**config.mk**
```make
export PLATFORM = sky130hd
export DESIGN_NAME = register_bank_bist
export DESIGN_NICKNAME = d
export VERILOG_FILES = /design/src/rtl/register_bank_bist_pkg.sv /design/src/rtl/register_bank_bist.sv
export SDC_FILE = /design/constraint.sdc
export NUM_CORES = 1
export LEC_CHECK = 0
export CORE_MARGIN = 5
export CORE_UTILIZATION = 42
export DETAILED_ROUTE_END_ITERATION = 8
export PLACE_DENSITY = 0.78
export SLEW_MARGIN = 20
export SYNTH_ARGS = -nofsm -noshare
export SYNTH_HDL_FRONTEND = slang
export SYNTH_SLANG_ARGS = --single-unit
```
**constraint.sdc**
```tcl
create_clock -name clk -period 3.4 [get_ports clk]
set_input_delay 0.68 -clock clk [delete_from_list [all_inputs] [get_ports clk]]
set_output_delay 0.68 -clock clk [all_outputs]
set_load 0.05 [all_outputs]
```
**src/rtl/register_bank_bist_pkg.sv**
```systemverilog
// Shared types and pattern helper for the register bank built-in self-test.
package register_bank_bist_pkg;

  typedef enum logic [1:0] {
    StIdle,
    StWrite,
    StRead,
    StDone
  } state_e;

  localparam logic [63:0] DEFAULT_PATTERN_STEP = 64'h11;

  // Full 64-bit product; callers truncate to their data width.
  function automatic logic [63:0] expected_value(input logic [63:0] idx,
                                                 input logic [63:0] step);
    return idx * step;
  endfunction

endpackage

```
**src/rtl/register_bank_bist.sv**
```systemverilog
// BIST initiator: fills a register bank with an index-derived pattern, then reads it back
// two registers at a time and reports pass or the first mismatch.
module register_bank_bist
  import register_bank_bist_pkg::*;
#(
  parameter int unsigned NUM_REGS     = 32,
  parameter int unsigned ADDR_W       = 5,
  parameter int unsigned DATA_W       = 32,
  parameter logic [63:0] PATTERN_STEP = DEFAULT_PATTERN_STEP,
  parameter int unsigned READ_LAT     = 1
) (
  input  logic              clk,
  input  logic              rst,
  input  logic              start,
  output logic              busy,
  output logic              done,
  output logic              pass,
  output logic [ADDR_W-1:0] fail_addr,
  output logic [DATA_W-1:0] fail_exp,
  output logic [DATA_W-1:0] fail_got,
  output logic              we5,
  output logic [ADDR_W-1:0] wa5,
  output logic [DATA_W-1:0] wd32,
  output logic [ADDR_W-1:0] ra1,
  output logic [ADDR_W-1:0] ra2,
  input  logic [DATA_W-1:0] rd1,
  input  logic [DATA_W-1:0] rd2
);

  if ((NUM_REGS % 2) != 0 || NUM_REGS == 0) begin : g_bad_num_regs
    $fatal(1, "register_bank_bist: NUM_REGS must be even and non-zero");
  end
  if ((2 ** ADDR_W) < NUM_REGS) begin : g_bad_addr_w
    $fatal(1, "register_bank_bist: ADDR_W too small for NUM_REGS");
  end
  if (READ_LAT < 1) begin : g_bad_read_lat
    $fatal(1, "register_bank_bist: READ_LAT must be >= 1");
  end
  if (DATA_W > 64 || DATA_W == 0) begin : g_bad_data_w
    $fatal(1, "register_bank_bist: DATA_W must be 1..64");
  end

  localparam int unsigned WAIT_W = (READ_LAT > 1) ? $clog2(READ_LAT) : 1;
  localparam logic [WAIT_W-1:0] WaitReload = WAIT_W'(READ_LAT - 1);
  localparam logic [ADDR_W-1:0] LastAddr = ADDR_W'(NUM_REGS - 1);

  state_e              r_state, w_state_d;
  logic                r_busy, w_busy_d;
  logic                r_done, w_done_d;
  logic                r_pass, w_pass_d;
  logic [ADDR_W-1:0]   r_fail_addr, w_fail_addr_d;
  logic [DATA_W-1:0]   r_fail_exp, w_fail_exp_d;
  logic [DATA_W-1:0]   r_fail_got, w_fail_got_d;
  logic                r_we, w_we_d;
  logic [ADDR_W-1:0]   r_wa, w_wa_d;
  logic [DATA_W-1:0]   r_wd, w_wd_d;
  logic [ADDR_W-1:0]   r_ra1, w_ra1_d;
  logic [ADDR_W-1:0]   r_ra2, w_ra2_d;
  logic [WAIT_W-1:0]   r_wait, w_wait_d;

  logic [ADDR_W-1:0]   w_wa_next;
  logic [DATA_W-1:0]   w_wd_next;
  logic [DATA_W-1:0]   w_exp1;
  logic [DATA_W-1:0]   w_exp2;

  assign w_wa_next = r_wa + ADDR_W'(1);
  assign w_wd_next = DATA_W'(expected_value(64'(w_wa_next), PATTERN_STEP));
  assign w_exp1    = DATA_W'(expected_value(64'(r_ra1), PATTERN_STEP));
  assign w_exp2    = DATA_W'(expected_value(64'(r_ra2), PATTERN_STEP));

  always_comb begin
    w_state_d     = r_state;
    w_busy_d      = r_busy;
    w_done_d      = r_done;
    w_pass_d      = r_pass;
    w_fail_addr_d = r_fail_addr;
    w_fail_exp_d  = r_fail_exp;
    w_fail_got_d  = r_fail_got;
    w_we_d        = r_we;
    w_wa_d        = r_wa;
    w_wd_d        = r_wd;
    w_ra1_d       = r_ra1;
    w_ra2_d       = r_ra2;
    w_wait_d      = r_wait;

    unique case (r_state)
      StIdle, StDone: begin
        if (start) begin
          w_state_d     = StWrite;
          w_busy_d      = 1'b1;
          w_done_d      = 1'b0;
          w_pass_d      = 1'b0;
          w_fail_addr_d = '0;
          w_fail_exp_d  = '0;
          w_fail_got_d  = '0;
          w_we_d        = 1'b1;
          w_wa_d        = '0;
          w_wd_d        = '0;
        end
      end
      StWrite: begin
        if (r_wa == LastAddr) begin
          w_we_d    = 1'b0;
          w_state_d = StRead;
          w_ra1_d   = '0;
          w_ra2_d   = ADDR_W'(1);
          w_wait_d  = WaitReload;
        end else begin
          w_wa_d = w_wa_next;
          w_wd_d = w_wd_next;
        end
      end
      StRead: begin
        if (r_wait != '0) begin
          w_wait_d = r_wait - WAIT_W'(1);
        end else if (rd1 != w_exp1) begin
          // rd1 is checked first so the lower (even) address wins within a pair.
          w_state_d     = StDone;
          w_busy_d      = 1'b0;
          w_done_d      = 1'b1;
          w_pass_d      = 1'b0;
          w_fail_addr_d = r_ra1;
          w_fail_exp_d  = w_exp1;
          w_fail_got_d  = rd1;
        end else if (rd2 != w_exp2) begin
          w_state_d     = StDone;
          w_busy_d      = 1'b0;
          w_done_d      = 1'b1;
          w_pass_d      = 1'b0;
          w_fail_addr_d = r_ra2;
          w_fail_exp_d  = w_exp2;
          w_fail_got_d  = rd2;
        end else if (r_ra2 == LastAddr) begin
          w_state_d = StDone;
          w_busy_d  = 1'b0;
          w_done_d  = 1'b1;
          w_pass_d  = 1'b1;
        end else begin
          w_ra1_d  = r_ra1 + ADDR_W'(2);
          w_ra2_d  = r_ra2 + ADDR_W'(2);
          w_wait_d = WaitReload;
        end
      end
      default: w_state_d = StIdle;
    endcase
  end

  always_ff @(posedge clk) begin
    if (!rst) begin
      r_state     <= StIdle;
      r_busy      <= 1'b0;
      r_done      <= 1'b0;
      r_pass      <= 1'b0;
      r_fail_addr <= '0;
      r_fail_exp  <= '0;
      r_fail_got  <= '0;
      r_we        <= 1'b0;
      r_wa        <= '0;
      r_wd        <= '0;
      r_ra1       <= '0;
      r_ra2       <= '0;
      r_wait      <= '0;
    end else begin
      r_state     <= w_state_d;
      r_busy      <= w_busy_d;
      r_done      <= w_done_d;
      r_pass      <= w_pass_d;
      r_fail_addr <= w_fail_addr_d;
      r_fail_exp  <= w_fail_exp_d;
      r_fail_got  <= w_fail_got_d;
      r_we        <= w_we_d;
      r_wa        <= w_wa_d;
      r_wd        <= w_wd_d;
      r_ra1       <= w_ra1_d;
      r_ra2       <= w_ra2_d;
      r_wait      <= w_wait_d;
    end
  end

  assign busy      = r_busy;
  assign done      = r_done;
  assign pass      = r_pass;
  assign fail_addr = r_fail_addr;
  assign fail_exp  = r_fail_exp;
  assign fail_got  = r_fail_got;
  assign we5       = r_we;
  assign wa5       = r_wa;
  assign wd32      = r_wd;
  assign ra1       = r_ra1;
  assign ra2       = r_ra2;

endmodule

```
Word-level counts from Yosys, hierarchy flattened
Index checks and enable logic that the tools add are counted.
{"block": "totals", "word_cells": 105, "register_bits": 123}
{"block": "op_classes", "n_reduce_logical": 12, "n_mux": 57, "n_eq_ne": 16, "n_addsub": 4, "mul": 3}
{"operator": "32-bit 2-to-1 mux", "n": 8}
{"operator": "32-bit case mux with 2 select lines", "n": 3}
{"operator": "5-bit 2-to-1 mux", "n": 15}
{"operator": "32-bit by 10-bit != test with 1-bit output", "n": 2}
{"operator": "5-bit case mux with 2 select lines", "n": 4}
{"operator": "5-bit by 5-bit multiplier with 10-bit output (second input constant)", "n": 3}
{"operator": "1-bit 2-to-1 mux", "n": 15}
{"operator": "2-bit != test (second input constant)", "n": 7}
{"operator": "2-bit 2-to-1 mux", "n": 6}
{"operator": "4-bit AND reduction", "n": 3}
{"operator": "5-bit by 2-bit adder with 5-bit output (second input constant)", "n": 2}
{"operator": "5-bit equality test (second input constant)", "n": 2}
{"operator": "1-bit case mux with 2 select lines", "n": 5}
{"operator": "2-bit case mux with 3 select lines", "n": 1}
{"operator": "3-bit AND reduction", "n": 2}
{"operator": "6-bit AND reduction", "n": 1}
{"operator": "2-bit nonzero test", "n": 3}
{"operator": "5-bit by 1-bit adder with 5-bit output (second input constant)", "n": 1}
{"operator": "2-bit equality test (second input constant)", "n": 2}
{"operator": "4-bit != test (second input constant)", "n": 1}
{"operator": "3-bit != test (second input constant)", "n": 1}
{"operator": "2-bit by 1-bit equality test with 1-bit output (second input constant)", "n": 1}
{"operator": "2-bit logical NOT", "n": 1}
{"operator": "2-bit AND reduction", "n": 1}
{"operator": "other kinds (2)", "n": 2}

Depth between registers and ports, before layout
{"block": "logic_depth", "ltp_word": 6, "depth_mapped": 12, "mapped_depth_nobuf": 10}

Least setup slack after synthesis
No wires, ideal clock.
{"block": "synth_path", "path_kind": "reg-to-reg", "from": "reg r_ra2[0] (netlist: ra2[0])", "to": "reg r_ra1[4] (netlist: ra1[4])", "setup_ns": 0.067, "path_stages_with_launch": 12, "t_arrival_ns": 2.944, "slack_ns": 0.389, "path_cell_list": "dfxtp_1 > ha_1 > ha_1 > ha_1 > nor2b_1 > or3_1 > a21oi_1 > o211ai_4 > or2_1 > buf_6 > or4_4 > o21ai_2"}
{"block": "synth_between", "elab_chain_cells": 4}
{"element": "start, declared", "line": "register_bank_bist.sv:58", "rtl": "logic [ADDR_W-1:0] r_ra2, w_ra2_d;"}
{"element": "start signal, assigned", "line": "register_bank_bist.sv:175", "rtl": "r_ra2 <= w_ra2_d;"}
{"element": "5-bit by 5-bit multiplier with 10-bit output", "line": "register_bank_bist_pkg.sv:16", "rtl": "return idx * step;"}
{"element": "32-bit by 10-bit != test with 1-bit output", "line": "register_bank_bist.sv:125", "rtl": "end else if (rd2 != w_exp2) begin"}
{"element": "2-bit != test (no line)"}
{"element": "6-bit AND reduction (no line) (*)"}
{"element": "end signal, assigned", "line": "register_bank_bist.sv:174", "rtl": "r_ra1 <= w_ra1_d;"}
{"element": "end, declared", "line": "register_bank_bist.sv:57", "rtl": "logic [ADDR_W-1:0] r_ra1, w_ra1_d;"}
Every way passes the cells marked *; elsewhere a longest branch is shown, timed or not.
A chain may end at the register's enable or synchronous reset.

Worst setup path after layout
{"block": "layout_path", "from": "reg r_ra2[0] (netlist: ra2[0])", "to": "reg r_fail_got[7] (netlist: fail_got[7])"}
{"block": "layout_between", "elab_chain_cells": 4}
{"element": "5-bit by 5-bit multiplier with 10-bit output", "line": "register_bank_bist_pkg.sv:16"}
{"element": "32-bit by 10-bit != test with 1-bit output", "line": "register_bank_bist.sv:125"}
{"element": "3-bit != test (no line)"}
{"element": "4-bit AND reduction (no line)"}
{"element": "end signal, assigned", "line": "register_bank_bist.sv:170", "rtl": "r_fail_got <= w_fail_got_d;"}
{"element": "end, declared", "line": "register_bank_bist.sv:53", "rtl": "logic [DATA_W-1:0] r_fail_got, w_fail_got_d;"}
No other way between the ends.

==> flow_metrics.tcl <==
set metrics [dict create \
    leakagePower_nw 2.05 \
    rows 36 \
    htreeDepth 3 \
    power_density_nw_per_um2 526 \
    yosysSeqAreaShare 0.337 \
    grt_pass1_wl_um 19200 \
    yosys-top-cells-count "69 x dfxtp_1, 53 x buf_4, 42 x o2bb2ai_1, 29 x a21oi_1, 24 x nand2_1" \
    die_x_um 109 \
    ant_nets 0 \
    syn2layout_area_growth_pct 37.8 \
    hold_viol 0 \
    hold_path.class "reg -> reg" \
    yosysMostFrequentCell "dfxtp_1" \
    track_usage 0.209 \
    drv_cap 0 \
    drt_iter0_markers 219 \
    grt_pass1_vias 3693 \
    finish.instance_area_um2 5640 \
    drc 0 \
    synth_seq_cells 69 \
    crit_arrival_ps 3240 \
    crit_path_start_kind "register" \
    crit_path_end_kind "register" \
    ys_types 56 \
    grt_overflow 0 \
    root_buffer "clkbuf_8" \
    worstPathCellList "ha_1 > ha_1 > ha_1 > xnor2_1 > nand4_1 > nor3_1 > o211ai_4 > or2_1 > a21boi_4 > buf_12 > o2bb2ai_1" \
    fin_util 0.586 \
    netlist_area_um2 4100 \
    drive_gt1_frac 0.0730 \
    wl_um 12600 \
    fin_crit_ps 2970 \
    port_buffers 141 \
    synthArstFlopShare 0 \
    die_h_um 109 \
    placed_area_um2 5420 \
    first_pass_iters 4 \
    cp_max_fo 29 \
    max_slew_margin 0.511 \
    cts_tree "done" \
    grt_start_max_net_pins 30 \
    initial_utilization 0.425 \
    fin_tns_setup_ps 0 \
    yosysTopAreaCellShare 0.337 \
    cts_resized 0 \
    layout.nets 652 \
    syn_area_per_cell_um2 9.31 \
    synthCells 440 \
    worst_ep_required_time_ps 3660 \
    r2r_slack_ps 430 \
    worstMarginPinSlew_ps 732 \
    antenna_cells 0 \
    synth_warnings 0 \
    num_vias 3700 \
    numCtsBuffers 9 \
    viasPerCell 5.23 \
    max_stage_delay_ps 380 \
    path_clk_slew_ps 70 \
    core_area_um2 9640 \
    cts_sinks 69 \
    antenna_found_initial 0 \
    finClkSkew_ps 8.39 \
    cts_setup_buffers 0 \
    status "finished clean" \
    clk_latency_ps 340 \
    period_share 0.874 \
    synth_edf_count 0 \
    synth_top_flop_cell "dfxtp_1" \
    crit_top_cell "ha_1" \
    worstSetupPathType "reg -> reg" \
    wl_per_cell_um 17.7 \
    vdd_drop_max_uv 311 \
    setup_viol 0 \
    ctsHoldBuffers 0 \
    num_io_pins 187 \
    cts_max_path_buffers 2 \
    synth.area.top_cells "dfxtp_1 34%, buf_4 9.7%, o2bb2ai_1 9.0%" \
    fmax_mhz 337 \
    rsz0062_at_grt "no" \
    slowest_stage "dfxtp_1" \
    synth_top_cell_by_area "dfxtp_1" \
    gp_congestion 0.921 \
    die-area_um2 11800 \
    hpwl_um 9870 \
    drv_slew 0 \
]
==> flip-flops by register name, summed over array words and instances (netlist names) <==
| register | count |
|---|---|
| fail_addr | 5 |
| ra2 | 5 |
| pass | 1 |
| busy | 1 |
| r_state | 2 |
| we5 | 1 |
| wd32 | 6 |
| fail_got | 32 |
| wa5 | 5 |
| done | 1 |
| ra1 | 4 |
| fail_exp | 6 |
==> power breakdown <==
| group | leakage (nW) | internal, W | total (W) | switching [W] |
|---|---|---|---|---|
| logic | 1.38 | 0.000407 | 0.00125 | 0.000847 |
| registers | 0.558 | 0.000894 | 0.000953 | 0.0000585 |
| clock network | 0.116 | 0.000451 | 0.000761 | 0.000310 |
| total | 2.05 | 0.00175 | 0.00297 | 0.00122 |
==> worst max-delay path: cells and delay by family (launching register included) <==
| family | cells | cell delay (ps) |
|---|---|---|
| AOI/OAI and AO/OA | 3 | 550 |
| xor gates and xnor gates | 1 | 180 |
| adders and majority gates | 3 | 720 |
| buffers and inverters | 1 | 200 |
| DFF | 1 | 380 |
| and+or+nand+nor | 3 | 840 |
==> cell type report <==
cell class                 count  area (um^2)
multi-input combinational    328         2290
timing repair buffer         154         1550
clock buffer                  12          155
fill                         870         4000
sequential                    69         1380
tap                          133          166
inverter                       8         30.0
clock inverter                 4         70.1
==> routing by layer <==
layer	GRT usage	vias up	wire length (um)
met5	0	-	0
met4	0.0712	0	316
met3	0.0728	25	1050
met2	0.360	170	6080
met1	0.241	1753	5110
li1	-	1752	-
==> logic make-up after synthesis <==
family          count (synthesis)  synth area share
compound gates                108             0.197
xor+xnor                       26            0.0608
fa+ha+maj                      15            0.0458
buf+inv                        88             0.145
flops                          69             0.337
mux                            22            0.0538
other cells                     1          0.000915
simple gates                  111             0.160
==> layout by cell type, fill, tap and decap left out, types with 2 or more instances in the layout <==
cell type        Yosys  final
nor4_1              12     12
nor2_1               8      8
nor4_4               2      2
buf_4               53     10
nand3_1             12     12
or4_4                2      2
nor3_1               9      9
nor3b_1              3      3
o21ai_2              1      2
and2_1               7      6
clkinv_2             0      2
a21boi_0             9      9
mux2i_1             22     22
o21a_1               4      4
xor2_1               5      5
buf_12               0      3
dfxtp_1             69     69
a21oi_1             29     29
nor2b_1             11     11
clkdlybuf4s50_1      0    141
ha_1                15     15
inv_1                8      8
and3_1               3      3
o2bb2ai_1           42     42
xnor2_1             19     19
nand4_1              7      7
o21ai_0              6      6
conb_1               1     46
bufinv_16            0      2
a22oi_1              5      5
nand2_1             24     24
clkbuf_8             0     11
==> through the flow <==
| step | worst slack, ps | std cells | total power, W | hold slack (ps) |
|---|---|---|---|---|
| floorplan | 389 | 485 | 0.00190 | 527 |
| global placement | 253 | 692 | 0.00220 | 445 |
| detailed placement | 218 | 692 | 0.00222 | 447 |
| CTS | 430 | 708 | 0.00298 | 469 |
| global route | 228 | 708 | 0.00311 | 477 |
| finish | 430 | 708 | 0.00297 | 464 |
==> final timing paths <==
path / from / to / depth (start not counted)
hold / removal: busy / busy / 2
hold reg to reg: busy / busy / 2
setup / recovery: ra2[0] / fail_got[7] / 11
setup reg to reg: ra2[0] / fail_got[7] / 11
Power figures use the tool's default switching activity.
